File: src/rtl/flp_burst_gen.sv
// Fast/Normal Link Pulse transmitter for the auto-negotiation front end.
// Emits bursts of 17 clock pulses interleaved with 16 Link Code Word data
// pulses (FLP), or a single pulse per period (NLP), with a fixed
// start-to-start burst period.
module flp_burst_gen #(
    parameter int PULSE_W      = 2,
    parameter int HALF_SLOT    = 1000,
    parameter int BURST_PERIOD = 256000,
    parameter int DIFF_DRIVE   = 0
) (
    input  logic        CLK16,
    input  logic        RSTn,
    input  logic        enable,
    input  logic        mode,
    input  logic [15:0] lcw,
    output logic        TXp,
    output logic        TXm,
    output logic        busy,
    output logic        burst_start,
    output logic        lcw_taken,
    output logic [7:0]  burst_cnt
);

    localparam int SLOT_W = (HALF_SLOT > 1) ? $clog2(HALF_SLOT) : 1;
    localparam int PER_W  = (BURST_PERIOD > 1) ? $clog2(BURST_PERIOD) : 1;

    localparam logic [SLOT_W-1:0] SLOT_LAST = SLOT_W'(HALF_SLOT - 1);
    localparam logic [SLOT_W-1:0] PULSE_END = SLOT_W'(PULSE_W);
    localparam logic [SLOT_W-1:0] TAIL_END  = SLOT_W'(2 * PULSE_W);
    localparam logic [PER_W-1:0]  PER_LAST  = PER_W'(BURST_PERIOD - 1);

    // Position numbers: even = clock pulse, odd = LCW data bit (pos-1)/2.
    localparam logic [5:0] FLP_LAST_POS = 6'd32;
    localparam logic [5:0] NLP_LAST_POS = 6'd0;

    typedef enum logic [1:0] {
        IDLE = 2'd0,
        SLOT = 2'd1,
        GAP  = 2'd2
    } state_t;

    state_t            state_q, state_d;
    logic [SLOT_W-1:0] slot_q,  slot_d;
    logic [PER_W-1:0]  per_q,   per_d;
    logic [5:0]        pos_q,   pos_d;
    logic [15:0]       lcw_q,   lcw_d;
    logic              mode_q,  mode_d;
    logic              txp_q,   txp_d;
    logic              txm_q,   txm_d;
    logic              busy_q,  busy_d;
    logic              start_q, start_d;
    logic              taken_q, taken_d;
    logic [7:0]        cnt_q,   cnt_d;

    logic [5:0] last_pos;
    logic       emit;
    logic       launch;

    // Next-state logic: slot/position sequencing, period timing and pulse shaping.
    always_comb begin
        // NOTE: every signal written here gets a default first, so no path
        // leaves a value unassigned and no latch is inferred.
        state_d = state_q;
        slot_d  = slot_q;
        per_d   = per_q;
        pos_d   = pos_q;
        lcw_d   = lcw_q;
        mode_d  = mode_q;
        txp_d   = 1'b0;
        txm_d   = 1'b0;
        start_d = 1'b0;
        taken_d = 1'b0;
        cnt_d   = cnt_q;
        launch  = 1'b0;

        last_pos = mode_q ? FLP_LAST_POS : NLP_LAST_POS;
        // Clock positions always fire; data positions fire only on a 1 bit.
        emit     = pos_q[0] ? lcw_q[pos_q[4:1]] : 1'b1;

        unique case (state_q)
            IDLE: begin
                if (enable) begin
                    launch = 1'b1;
                end
            end
            SLOT: begin
                per_d = per_q + PER_W'(1);
                // The pulse occupies the first PULSE_W slot cycles; the output
                // register delays it by one cycle onto start+1..start+PULSE_W.
                txp_d = emit && (slot_q < PULSE_END);
                txm_d = (DIFF_DRIVE != 0) && emit &&
                        (slot_q >= PULSE_END) && (slot_q < TAIL_END);
                if (slot_q == SLOT_LAST) begin
                    slot_d = '0;
                    if (pos_q == last_pos) begin
                        state_d = GAP;
                    end else begin
                        pos_d = pos_q + 6'd1;
                    end
                end else begin
                    slot_d = slot_q + SLOT_W'(1);
                end
            end
            GAP: begin
                if (per_q == PER_LAST) begin
                    if (enable) begin
                        launch = 1'b1;
                    end else begin
                        state_d = IDLE;
                    end
                end else begin
                    per_d = per_q + PER_W'(1);
                end
            end
            default: begin
                state_d = IDLE;
            end
        endcase

        // Burst start (t0): inputs are sampled here and held until the next t0.
        if (launch) begin
            state_d = SLOT;
            slot_d  = '0;
            per_d   = '0;
            pos_d   = '0;
            mode_d  = mode;
            if (mode) begin
                lcw_d = lcw;
            end
            taken_d = mode;
            start_d = 1'b1;
            cnt_d   = cnt_q + 8'd1;
        end

        busy_d = (state_d == SLOT);
    end

    // State and output registers; reset clears line drive immediately.
    always_ff @(posedge CLK16 or negedge RSTn) begin
        if (!RSTn) begin
            state_q <= IDLE;
            slot_q  <= '0;
            per_q   <= '0;
            pos_q   <= '0;
            lcw_q   <= '0;
            mode_q  <= 1'b0;
            txp_q   <= 1'b0;
            txm_q   <= 1'b0;
            busy_q  <= 1'b0;
            start_q <= 1'b0;
            taken_q <= 1'b0;
            cnt_q   <= '0;
        end else begin
            // NOTE: non-blocking assignments so every register updates from
            // the same pre-edge values regardless of statement order.
            state_q <= state_d;
            slot_q  <= slot_d;
            per_q   <= per_d;
            pos_q   <= pos_d;
            lcw_q   <= lcw_d;
            mode_q  <= mode_d;
            txp_q   <= txp_d;
            txm_q   <= txm_d;
            busy_q  <= busy_d;
            start_q <= start_d;
            taken_q <= taken_d;
            cnt_q   <= cnt_d;
        end
    end

    assign TXp         = txp_q;
    assign TXm         = txm_q;
    assign busy        = busy_q;
    assign burst_start = start_q;
    assign lcw_taken   = taken_q;
    assign burst_cnt   = cnt_q;

endmodule

File: config.mk
export PLATFORM = sky130hd
export DESIGN_NAME = flp_burst_gen
export DESIGN_NICKNAME = d
export VERILOG_FILES = /design/src/rtl/flp_burst_gen.sv
export SDC_FILE = /design/constraint.sdc
export NUM_CORES = 1
export LEC_CHECK = 0
export ABC_AREA = 1
export BUFFER_PORTS_ARGS = -buffer_cell sky130_fd_sc_hd__clkbuf_2
export CELL_PAD_IN_SITES_DETAIL_PLACEMENT = 0
export CELL_PAD_IN_SITES_GLOBAL_PLACEMENT = 2
export CORE_UTILIZATION = 35
export DETAILED_ROUTE_END_ITERATION = 8
export HOLD_SLACK_MARGIN = 0.03
export MAX_ROUTING_LAYER = met4
export PLACE_DENSITY_LB_ADDON = 0.1
export SYNTH_ARGS = -nofsm -noshare
export SYNTH_HDL_FRONTEND = slang
export SYNTH_SLANG_ARGS = --single-unit
export TNS_END_PERCENT = 10
File: constraint.sdc
create_clock -name CLK16 -period 2.55 [get_ports CLK16]
set_clock_uncertainty 0.2 [all_clocks]
set_input_delay 0.255 -clock CLK16 [delete_from_list [all_inputs] [get_ports CLK16]]
set_output_delay 0.255 -clock CLK16 [all_outputs]
set_load 0.02 [all_outputs]
# == Word-level counts from Yosys, hierarchy flattened ==
# Index checks and enable logic that the tools add are counted.
# Widths: inputs -> output; s select.
# totals
regBits,65
in_bits,20
output_inout_bits,13
elab_cells,59
# op_classes
add_sub_neg,4
magnitude_cmp,2
n_eq_ne,8
mux,26
n_reduce_logical,8
# ops
cell,count
$mux 18,2
$pmux 18 s2,1
$mux 10,3
$mux 6,5
$add 18x1->18 const B,1
$eq 18x18->1 const B,1
$add 10x1->10 const B,1
$eq 10x10->1 const B,1
$lt 10x2->1 const B,1
$mux 2,5
$add 8x1->8 const B,1
$mux 1,7
$add 6x1->6 const B,1
$eq 6x6->1,1
$pmux 2 s3,1
$lt 4x5->1 const B,1
$bmux 1 s4,1
$eq 2x1->1 const B,2
$reduce_and 2->1,2
$reduce_bool 2->1,2
$ne 3x3->1 const B,1
$reduce_and 3->1,1
$reduce_bool 3->1,1
$eq 2x2->1 const B,1
other kinds (4),4

# == Depth between registers and ports, before layout ==
# depth
depth_word,7
depth_mapped,11
depth_no_buf,10

# == Worst setup path before layout ==
# OpenSTA, ideal clock, no wires.
# synth_timing
kind,register -> register
start,register per_q[0]
end,register pos_q[0]
setup_ns,0.124
arrival_time_ns,1.504
required_ns,2.226
setup_slack_ns,0.722
path_stages_with_launch,11
n_path_buf,2
synth_period_minus_slack_ns,1.828
path_cell_list,dfrtp_1 -> ha_1 -> nand3_2 -> inv_2 -> nand2_4 -> o21ai_2 -> nand2_2 -> buf_6 -> buf_6 -> o211ai_1 -> nand2_1
# synth_between
elab_chain_len,5
word_cells_on_any_way,8
classes_between,eq/ne (2); mux (3); reduce/logical (3)
# synth_lines
element,line_no,source
from (decl),44,"logic [PER_W-1:0] per_q, per_d;"
from (signal assigned),158,per_q <= per_d;
$eq 18x18->1 *,105,if (per_q == PER_LAST) begin
$mux 1 *,105,
$pmux 1 s2 *,80,unique case (state_q)
$ne 2x2->1 (no line) / $reduce_bool 2->1 (equally long branches),n/a,
$reduce_and 3->1 (no line),n/a,
to (signal assigned),159,pos_q <= pos_d;
to (decl),45,"logic [5:0] pos_q, pos_d;"
# Mark *: on every way between the ends. The rest lies on a longest branch, timed or not.
# A chain may end at the register's enable or synchronous reset.

# == Worst setup path after layout ==
# layout_timing
start,register per_q[0]
end,register cnt_q[5] (netlist: burst_cnt[5])
# layout_between
elab_chain_len,3
# layout_lines
element,line_no,source
$eq 18x18->1,105,
$mux 1,105,
$pmux 1 s2,80,
to (signal assigned),167,cnt_q <= cnt_d;
to (decl),53,"logic [7:0] cnt_q, cnt_d;"
# No other way between the ends.

==> impl_metrics.ini <==
[synthesis]
netlist.area_leader.share_pct = 43.7
synthesis.nets = 516
syn_avg_cell_area_sq_um = 7.58
synthDistinctLibCells = 30
seq_area_frac_synth_pct = 43.7
yosys.area.top_type = dfrtp_1
ys_warn_count = 0
syn_area_sq_um = 3720
ys_ff_latch = 65
netlist_instances = 491
synthTopCellsByArea = dfrtp_1 (44%), nand2_1 (18%), nand3_1 (6.7%), nor2_1 (6.0%), xor2_1 (5.6%)

[worst_setup_path]
cp.arrival_ps = 2190
worstSetupStartpointType = register
path_buf_inv = 2
setup.worst_path.class = register to register
required_ps = 2590
cp-endpoint = burst_cnt[5]
critical-path-top-delay-family = flip-flops
slowest_stage = dfrtp_1
ff2ff_setup_slack_ps = 400
cpPeakStageDelay_ps = 430
reg2reg_to = burst_cnt[5]
r2r_cells = 9
cp_num_cells = 9
cp_max_fo = 29
end_kind = register
crit_start = per_q[0]
r2r-start = per_q[0]
crit_chain = ha_1 > nand3_2 > inv_2 > nand2_4 > o21ai_2 > nand2_2 > buf_4 > o21ai_0 > nand2_1

[floorplanning]
pin_count = 33
core_sq_um = 10300
initial_core_util_pct = 36.1
num_rows = 37
die_h_um = 105
die_w_um = 105
dieArea_sq_um = 11100

[clock_tree]
cts-root-buf = clkbuf_8
cts_tree = yes
cts_hold_buf = 17
clkTransAtPathRegs_ps = 80
cts_max_level = 3
post_cts_buffers = 0
clk-insertion-delay-late_ps = 350
cts_buffer_depth = 2
cts.repair.resized = 0
cts-buffers-inserted = 9
clock_sinks = 65

[route]
vias = 3208
wl_per_cell_um = 13.0
via_per_inst = 4.69
dr.pass1.iters = 4
drtIter0Drc = 115
drc = 0
antenna_left = 0
wl_um = 8920

[grt]
overflow = 0
grt_pass1_vias = 3184
grt_max_degree = 30
gr-usage-all-layers_pct = 18.2
antenna_found_initial = 0
grt_pass1_wl_um = 15400

[final_layout]
drive_above_1_share_pct = 12.6
diodes = 0
nets = 568
area_growth_pct = 16.7
finish.instance_area_sq_um = 4340

[placed_design]
place_congestion = 0.768
placed_area_sq_um = 3980
place.detailed.hpwl_um = 6100
port_buffers = 31

[run]
timing.max_cap.violations = 0

[timing]
max_slew.worst_pin.slew_ps = 600
setup_violations = 0
tns_ps = 0
period_needed_ps = 2150
finalCritPeriodShare_pct = 84.4
hold_violations = 0
rsz0062_at_grt = false
drv_slew = 0
slew_headroom_pct = 60.0
fmax_ghz = 0.464

[power_and_ir_drop]
finalPower_mw = 2.95
vdd_ir_drop_max_mv = 0.454
power.density_nw_per_um2 = 680
p_leak_nw = 2.24

[hold_path]
hold_path.class = primary input to register

[outcome]
status = completed
-- through the flow --
stage	worst slack [ps]	hold slack, ps	utilization, %	std cells
detailed placement	387	115	38.5	651
global route	182	115	42.1	684
global placement	429	110	38.5	651
CTS	363	87.0	42.1	684
finish	397	108	42.1	684
floorplan	722	-241	-	491
-- sequential cells by signal, indices dropped and copies added, names as in the netlist, 2 cells and up --
name	cells
lcw_q	16
burst_cnt	8
slot_q	10
per_q	18
pos_q	6
state_q	2
-- synth_stat cells, drive strengths merged --
library cell  instances
a21oi                 2
buf                  11
clkbuf                4
clkinv                2
conb                  1
dfrtp                65
ha                    5
inv                  36
nand2               180
nand3                53
nand4                11
nor2                 65
nor3                  3
o211ai                6
o21ai                15
o21bai                1
o22ai                 1
o31ai                 1
xnor2                 5
xor2                 24
-- cell families (layout without fill, tap and decap cells) --
logic type | count (synthesis) | in the layout | share of synthesized area [%]
adder cells (fa/ha/maj) | 5 | 5 | 1.68
other | 1 | 1 | 0.101
AO/OA/AOI/OAI | 26 | 26 | 4.17
buffers and inverters | 53 | 110 | 7.36
AND/OR/NAND/NOR | 312 | 312 | 36.2
flip-flops | 65 | 65 | 43.7
XOR/XNOR | 29 | 29 | 6.82
-- power breakdown --
part | internal, mW | total, mW | switching [mW]
Clock | 0.476 | 0.909 | 0.434
Combinational | 0.271 | 0.656 | 0.385
Sequential | 1.21 | 1.39 | 0.183
-- placed cells by master, fill, tap and decap left out, types with 5 or more instances in the layout --
master	instances
o211ai_1	6
nor2_1	60
nand3_1	50
inv_1	35
o21ai_0	11
ha_1	5
clkbuf_8	10
xor2_1	24
nand2_1	175
buf_4	8
clkbuf_2	30
dlygate4sd3_1	17
dfrtp_1	65
nand4_1	11
xnor2_1	5
-- metal layers --
layer	vias up	global-route usage (%)	routed length [um]
met5	-	-	0
met3	14	3.93	284
met2	42	30.1	4300
li1	1650	-	-
met1	1502	21.8	4170
met4	0	6.94	176
-- tightest hold or removal path: stages --
cell and delay (ps):
clkbuf_2 130, inv_1 100, nor2_4 100
-- how the worst min path moves through the flow --
| stage | slack, ps | startpoint | to | depth (start not counted) |
|---|---|---|---|---|
| after floorplan | -240 | RSTn | TXp | 0 |
| after global placement | 110 | RSTn | per_q[13] | 1 |
| after detailed placement | 110 | RSTn | per_q[13] | 1 |
| after CTS | 90 | mode | lcw_taken | 3 |
| after global routing | 110 | mode | lcw_taken | 3 |
| final | 110 | mode | lcw_taken | 3 |
-- area by class of cell --
type,count,area [sq um]
fill,1076,5980
multi-input combinational,373,1820
sequential,65,1630
timing repair buffer,56,385
tap,136,170
inverter,38,143
clock buffer,11,141
clock inverter,5,55.1
(Power assumes the default switching activity.)
